### config.mk
export PLATFORM = sky130hd
export DESIGN_NAME = fp_mult_pipe_hs
export DESIGN_NICKNAME = d
export VERILOG_FILES = /design/src/rtl/fp_mult_pipe_hs.sv
export SDC_FILE = /design/constraint.sdc
export NUM_CORES = 1
export LEC_CHECK = 0
export ABC_AREA = 1
export ABC_CLOCK_PERIOD_IN_PS = 5540
export CORE_MARGIN = 8
export CORE_UTILIZATION = 40
export DETAILED_ROUTE_END_ITERATION = 12
export PLACE_DENSITY = 0.65
export SYNTH_ARGS = -nofsm -noshare
export SYNTH_HDL_FRONTEND = slang
export SYNTH_SLANG_ARGS = --single-unit
### constraint.sdc
create_clock -name clk -period 5.54 [get_ports clk]
set_input_delay 1.108 -clock clk [delete_from_list [all_inputs] [get_ports clk]]
set_output_delay 1.108 -clock clk [all_outputs]
set_load 0.02 [all_outputs]
### src/rtl/fp_mult_pipe_hs.sv
// Parametrised floating-point multiplier with a four-stage pipeline and valid/ready handshake.
// Subnormal inputs are treated as zero, rounding is nearest-even, and underflow flushes to zero.
module fp_mult_pipe_hs #(
   parameter int EXP_W = 5,
   parameter int MAN_W = 10,
   localparam int DW = 1 + EXP_W + MAN_W
) (
   input  logic          clk,
   input  logic          rst,
   input  logic          in_valid,
   output logic          in_ready,
   input  logic [DW-1:0] a,
   input  logic [DW-1:0] b,
   output logic          out_valid,
   input  logic          out_ready,
   output logic [DW-1:0] result,
   output logic [4:0]    flags
);

   localparam int BIAS = 2**(EXP_W-1) - 1;
   localparam int PW   = 2*MAN_W + 2;
   localparam int EW2  = EXP_W + 2;
   localparam logic signed [EW2-1:0] ES_MAX  = EW2'(2**EXP_W - 1);
   localparam logic signed [EW2-1:0] ES_ZERO = '0;

   logic advance;

   // Stage 1: unpacked operands and operand classes
   logic             v1, sa1, sb1, nan1, inf1, zero1;
   logic [EXP_W-1:0] ea1, eb1;
   logic [MAN_W-1:0] ma1, mb1;

   // Stage 2: raw product
   logic                  v2, sp2, nan2, inf2, zero2;
   logic [PW-1:0]         mp2;
   logic signed [EW2-1:0] es2;

   // Stage 3: normalised and rounded
   logic                  v3, sp3, nan3, inf3, zero3, inex3;
   logic [MAN_W-1:0]      man3;
   logic signed [EW2-1:0] es3;

   logic aExpMax, aExpZero, aManZero, bExpMax, bExpZero, bManZero;
   logic aNan, bNan, aInf, bInf;
   logic [PW-1:0]         mpNext;
   logic signed [EW2-1:0] esNext;
   logic [PW-2:0]         normLow;
   logic signed [EW2-1:0] esNorm, esRound;
   logic [MAN_W-1:0]      manTrunc;
   logic                  guardBit, stickyBit, roundUp;
   logic [MAN_W:0]        manSum;
   logic [DW-1:0]         resNext;
   logic [4:0]            flagsNext;

   assign advance  = !out_valid | out_ready;
   assign in_ready = advance;

   assign aExpMax  = &a[DW-2:MAN_W];
   assign aExpZero = ~|a[DW-2:MAN_W];
   assign aManZero = ~|a[MAN_W-1:0];
   assign bExpMax  = &b[DW-2:MAN_W];
   assign bExpZero = ~|b[DW-2:MAN_W];
   assign bManZero = ~|b[MAN_W-1:0];
   assign aNan     = aExpMax & !aManZero;
   assign bNan     = bExpMax & !bManZero;
   assign aInf     = aExpMax & aManZero;
   assign bInf     = bExpMax & bManZero;

   assign mpNext = PW'({1'b1, ma1}) * PW'({1'b1, mb1});
   assign esNext = EW2'({2'b00, ea1}) + EW2'({2'b00, eb1}) - EW2'(BIAS);

   // Product lies in [1,4): bring it to [1,2) and keep everything below the
   // retained mantissa for the guard and sticky bits.
   always_comb begin
      normLow   = mp2[PW-1] ? mp2[PW-2:0] : {mp2[PW-3:0], 1'b0};
      esNorm    = mp2[PW-1] ? es2 + EW2'(1) : es2;
      manTrunc  = normLow[PW-2 -: MAN_W];
      guardBit  = normLow[PW-2-MAN_W];
      stickyBit = |normLow[PW-3-MAN_W:0];
      roundUp   = guardBit & (stickyBit | manTrunc[0]);
      manSum    = {1'b0, manTrunc} + (MAN_W+1)'(roundUp);
      esRound   = manSum[MAN_W] ? esNorm + EW2'(1) : esNorm;
   end

   // Exception resolution, highest priority first.
   always_comb begin
      resNext   = {sp3, es3[EXP_W-1:0], man3};
      flagsNext = {3'b000, inex3, 1'b0};
      if (nan3 || (zero3 && inf3)) begin
         resNext   = {1'b0, {EXP_W{1'b1}}, 1'b1, {(MAN_W-1){1'b0}}};
         flagsNext = 5'b10000;
      end else if (inf3) begin
         resNext   = {sp3, {EXP_W{1'b1}}, {MAN_W{1'b0}}};
         flagsNext = 5'b00000;
      end else if (zero3) begin
         resNext   = {sp3, {(DW-1){1'b0}}};
         flagsNext = 5'b00001;
      end else if (es3 >= ES_MAX) begin
         resNext   = {sp3, {EXP_W{1'b1}}, {MAN_W{1'b0}}};
         flagsNext = 5'b01010;
      end else if (es3 <= ES_ZERO) begin
         resNext   = {sp3, {(DW-1){1'b0}}};
         flagsNext = 5'b00111;
      end
   end

   // All stages move together on advance; bubbles travel as ordinary stages.
   always_ff @(posedge clk) begin
      if (rst) begin
         v1        <= 1'b0;
         v2        <= 1'b0;
         v3        <= 1'b0;
         out_valid <= 1'b0;
         result    <= '0;
         flags     <= '0;
      end else if (advance) begin
         v1    <= in_valid;
         sa1   <= a[DW-1];
         sb1   <= b[DW-1];
         ea1   <= a[DW-2:MAN_W];
         eb1   <= b[DW-2:MAN_W];
         ma1   <= a[MAN_W-1:0];
         mb1   <= b[MAN_W-1:0];
         nan1  <= aNan | bNan;
         inf1  <= aInf | bInf;
         zero1 <= aExpZero | bExpZero;

         v2    <= v1;
         sp2   <= sa1 ^ sb1;
         mp2   <= mpNext;
         es2   <= esNext;
         nan2  <= nan1;
         inf2  <= inf1;
         zero2 <= zero1;

         v3    <= v2;
         sp3   <= sp2;
         man3  <= manSum[MAN_W-1:0];
         es3   <= esRound;
         inex3 <= guardBit | stickyBit;
         nan3  <= nan2;
         inf3  <= inf2;
         zero3 <= zero2;

         out_valid <= v3;
         result    <= resNext;
         flags     <= flagsNext;
      end
   end

endmodule
==> impl_metrics.csv <==
group,metric,value,unit
status,status,"complete, no violations",
worst_setup_path,start_kind,"register",
worst_setup_path,crit_type,"reg2reg",
power,p_sw,2.13,mW
clock_network,htree_levels,4,
clock_network,ctsResizeCount,0,
timing,max_slew_margin,48.6,%
die,pin_count,59,
hold_path,worstHoldEndpoint,"sp3",
worst_setup_path,rrSetupSlack,0.46,ns
hold_path,holdCritPathClass,"reg2reg",
timing,fmax,197,MHz
global_route,first_global_vias,6695,
placement,dp_hpwl,13.7,mm
cells_and_area,layout_common_cells,"230 x inv_1, 220 x nand2_1, 90 x edfxtp_1",
synth,ys_types,43,
routing,viasPerCell,4.75,
timing,finalCritPeriodShare,91.6,%
power,p_leak,5.09,nW
synth,yosys.area_share.simple,17.9,%
die,dieArea,27700,µm²
die,dieWidth,166,µm
global_route,grt_pass1_wl,30.7,mm
synth,synth-xor-area-share,3.07,%
placement,dp_slack,0.442,ns
synth,ys.flop_type,"edfxtp_1",
timing,rsz0062_at_grt,"false",
clock_network,cts_hold_repair.buffers,0,
synth,syn-num-nets,1192,
hold_path,min_from,"sp2",
run,drv_cap,0,
clock_network,cts_tree,"yes",
routing,drt_iter0_markers,357,
die,die_h,166,µm
power,netSwitchingFraction,42.9,%
cells_and_area,drive_gt1_share,6.09,%
power,clockPowerShare,21.2,%
synth,synth_top_family_by_area,"adder cells",
routing,drc_errors,0,
synth,ys_seq_area_share,35.4,%
synth,yosys_warnings,0,
routing,vias,6428,
synth,synth_compound_gate_area_share,4.69,%
global_route,groute.usage.overall,13.3,%
timing,finalSetupViolations,0,
synth,synth_fa_ha_area_share,27.7,%
clock_network,clockRootBuffer,"clkbuf_16",
cells_and_area,final_common_cell,"inv_1",
clock_network,cts_sinks,115,
routing,first_pass_iters,5,
synth,ys_ff_latch,115,
synth,synth-edff-count,90,
timing,setup-tns-final,0,ns
power,seqPwrFrac,26.7,%
power,power_frac_comb,52.1,%
cells_and_area,syn_to_final_growth,15.5,%
global_route,grt_overflow,0,
placement,place.gp.congestion,0.886,
timing,tightest_slew,0.769,ns
routing,wl_per_cell,12.9,µm
placement,portBuffers,58,
cells_and_area,num-nets-final,1243,
power,internal-power,2.84,mW
clock_network,clk_pin_slew,0.06,ns
worst_setup_path,r2r_start,"ma1[5]",
cells_and_area,diodes,0,
routing,ant_nets,0,
clock_network,cts_buffers,17,
worst_setup_path,worst_r2r_endpoint,"mp2[16]",
die,initial_core_util,40.3,%
synth,syn_area,9050,µm²
timing,worst_slack,0.464,ns
clock_network,clk_latency,0.42,ns
timing,drv_slew,0,
global_route,grt_max_degree,48,
timing,hold_viol,0,
synth,synth.area.mux_share,0,%
die,coreArea,22400,µm²
clock_network,clock_path_buffers,2,
power,irDropWorstVdd,0.309,mV
worst_setup_path,required,5.72,ns
timing,finalClockSkew,0.00922,ns
clock_network,cts_setup_buffers,0,
worst_setup_path,end_kind,"register",
synth,synthArstFlopShare,0,%
worst_setup_path,reg2reg_depth,20,
timing,period_minus_slack,5.08,ns
synth,syn_area_per_cell,9.01,µm²
synth,netlist_instances,1004,
worst_setup_path,crit_fanout,11,
global_route,antenna_found_initial,0,
routing,routed_wl,17.5,mm
hold_path,min_path_cells,0,
worst_setup_path,arrival,5.25,ns
power,p_per_area,475,nW/µm²
die,rows,55,
## power by group through the flow
stage	Clock [mW]	Sequential, mW	Combinational [mW]
floorplan	0	1.30	2.07
global placement	0	1.34	2.55
detailed placement	0	1.34	2.58
CTS	1.07	1.33	2.61
global route	1.11	1.35	3.00
finish	1.05	1.33	2.59
## worst max path at each step
stage          depth (start not counted)  slack, ns   start       to
2_1_floorplan                         18       0.84  mb1[5]  mp2[18]
3_3_place_gp                          20       0.44  ma1[5]  mp2[20]
3_5_place_dp                          20       0.44  ma1[5]  mp2[16]
4_1_cts                               20       0.45  ma1[5]  mp2[16]
5_1_grt                               20       0.19  ma1[5]  mp2[16]
6_report                              20       0.46  ma1[5]  mp2[16]
## final cells by class
type	count	area, µm²
well taps	285	357
clock inverters	12	91.3
multi-input cells	627	4840
clock buffers	20	479
repair buffers	62	611
flip-flops and latches	115	3200
inverters	232	871
fillers	2127	12000
## logic make-up (layout without fill, tap and decap cells)
logic type                 after synthesis  after routing
buffers and inverters                  262            326
DFF                                    115            115
adders and majority gates              152            152
and+or+nand+nor                        368            368
xor gates and xnor gates                30             30
AOI/OAI and AO/OA                       77             77
## through the flow
step	cells	utilization [%]	instance area [µm²]	total power, mW	hold slack [ns]
6_report	1353	46.6	10400	4.97	0.425
5_1_grt	1353	46.6	10400	5.45	0.420
3_3_place_gp	1321	44.0	9880	3.89	0.405
3_5_place_dp	1321	44.0	9880	3.92	0.408
4_1_cts	1353	46.6	10400	5.01	0.426
2_1_floorplan	1004	-	9050	3.37	0.400
## state kept, by name (all words and copies together), names as in the netlist, 5 cells and up
name and flops:
ma1 10, result 16, es3 7, mb1 10, es2 7, flags 5
mp2 22, man3 10, ea1 5, eb1 5
## cells in the mapped netlist (all sizes together) (19+ instances only)
master | instances | area [µm²]
clkbuf | 25 | 93.8
xor2 | 22 | 200
o21ai | 29 | 156
nand3 | 36 | 205
fa | 81 | 1620
nor2 | 69 | 317
nand4 | 19 | 119
inv | 231 | 867
edfxtp | 90 | 2700
ha | 71 | 888
a21oi | 37 | 185
nand2 | 226 | 868
dfxtp | 25 | 500
## worst max-delay path, stage by stage (launching register included)
cell and delay [ns]:
edfxtp_1 0.65, nand2_1 0.15, fa_1 0.54, inv_1 0.06, fa_1 0.51, inv_1 0.06
fa_1 0.48, inv_1 0.06, fa_1 0.52, inv_1 0.05, fa_1 0.52, inv_1 0.04
ha_1 0.36, a21oi_1 0.19, nor2_1 0.07, nor2_1 0.12, nand3_1 0.16, nand2_1 0.12
nand2_1 0.05, nand2_1 0.07, nand2_1 0.04
## metal layers
metal	track usage (%)	part of all wire, %	vias to the layer above
li1	-	-	3218
met1	15.8	45	3063
met2	23.2	49	128
met3	3.71	4.8	19
met4	3.92	1.4	0
met5	0	0	-
Note: power is estimated with default switching activity, not from simulation.
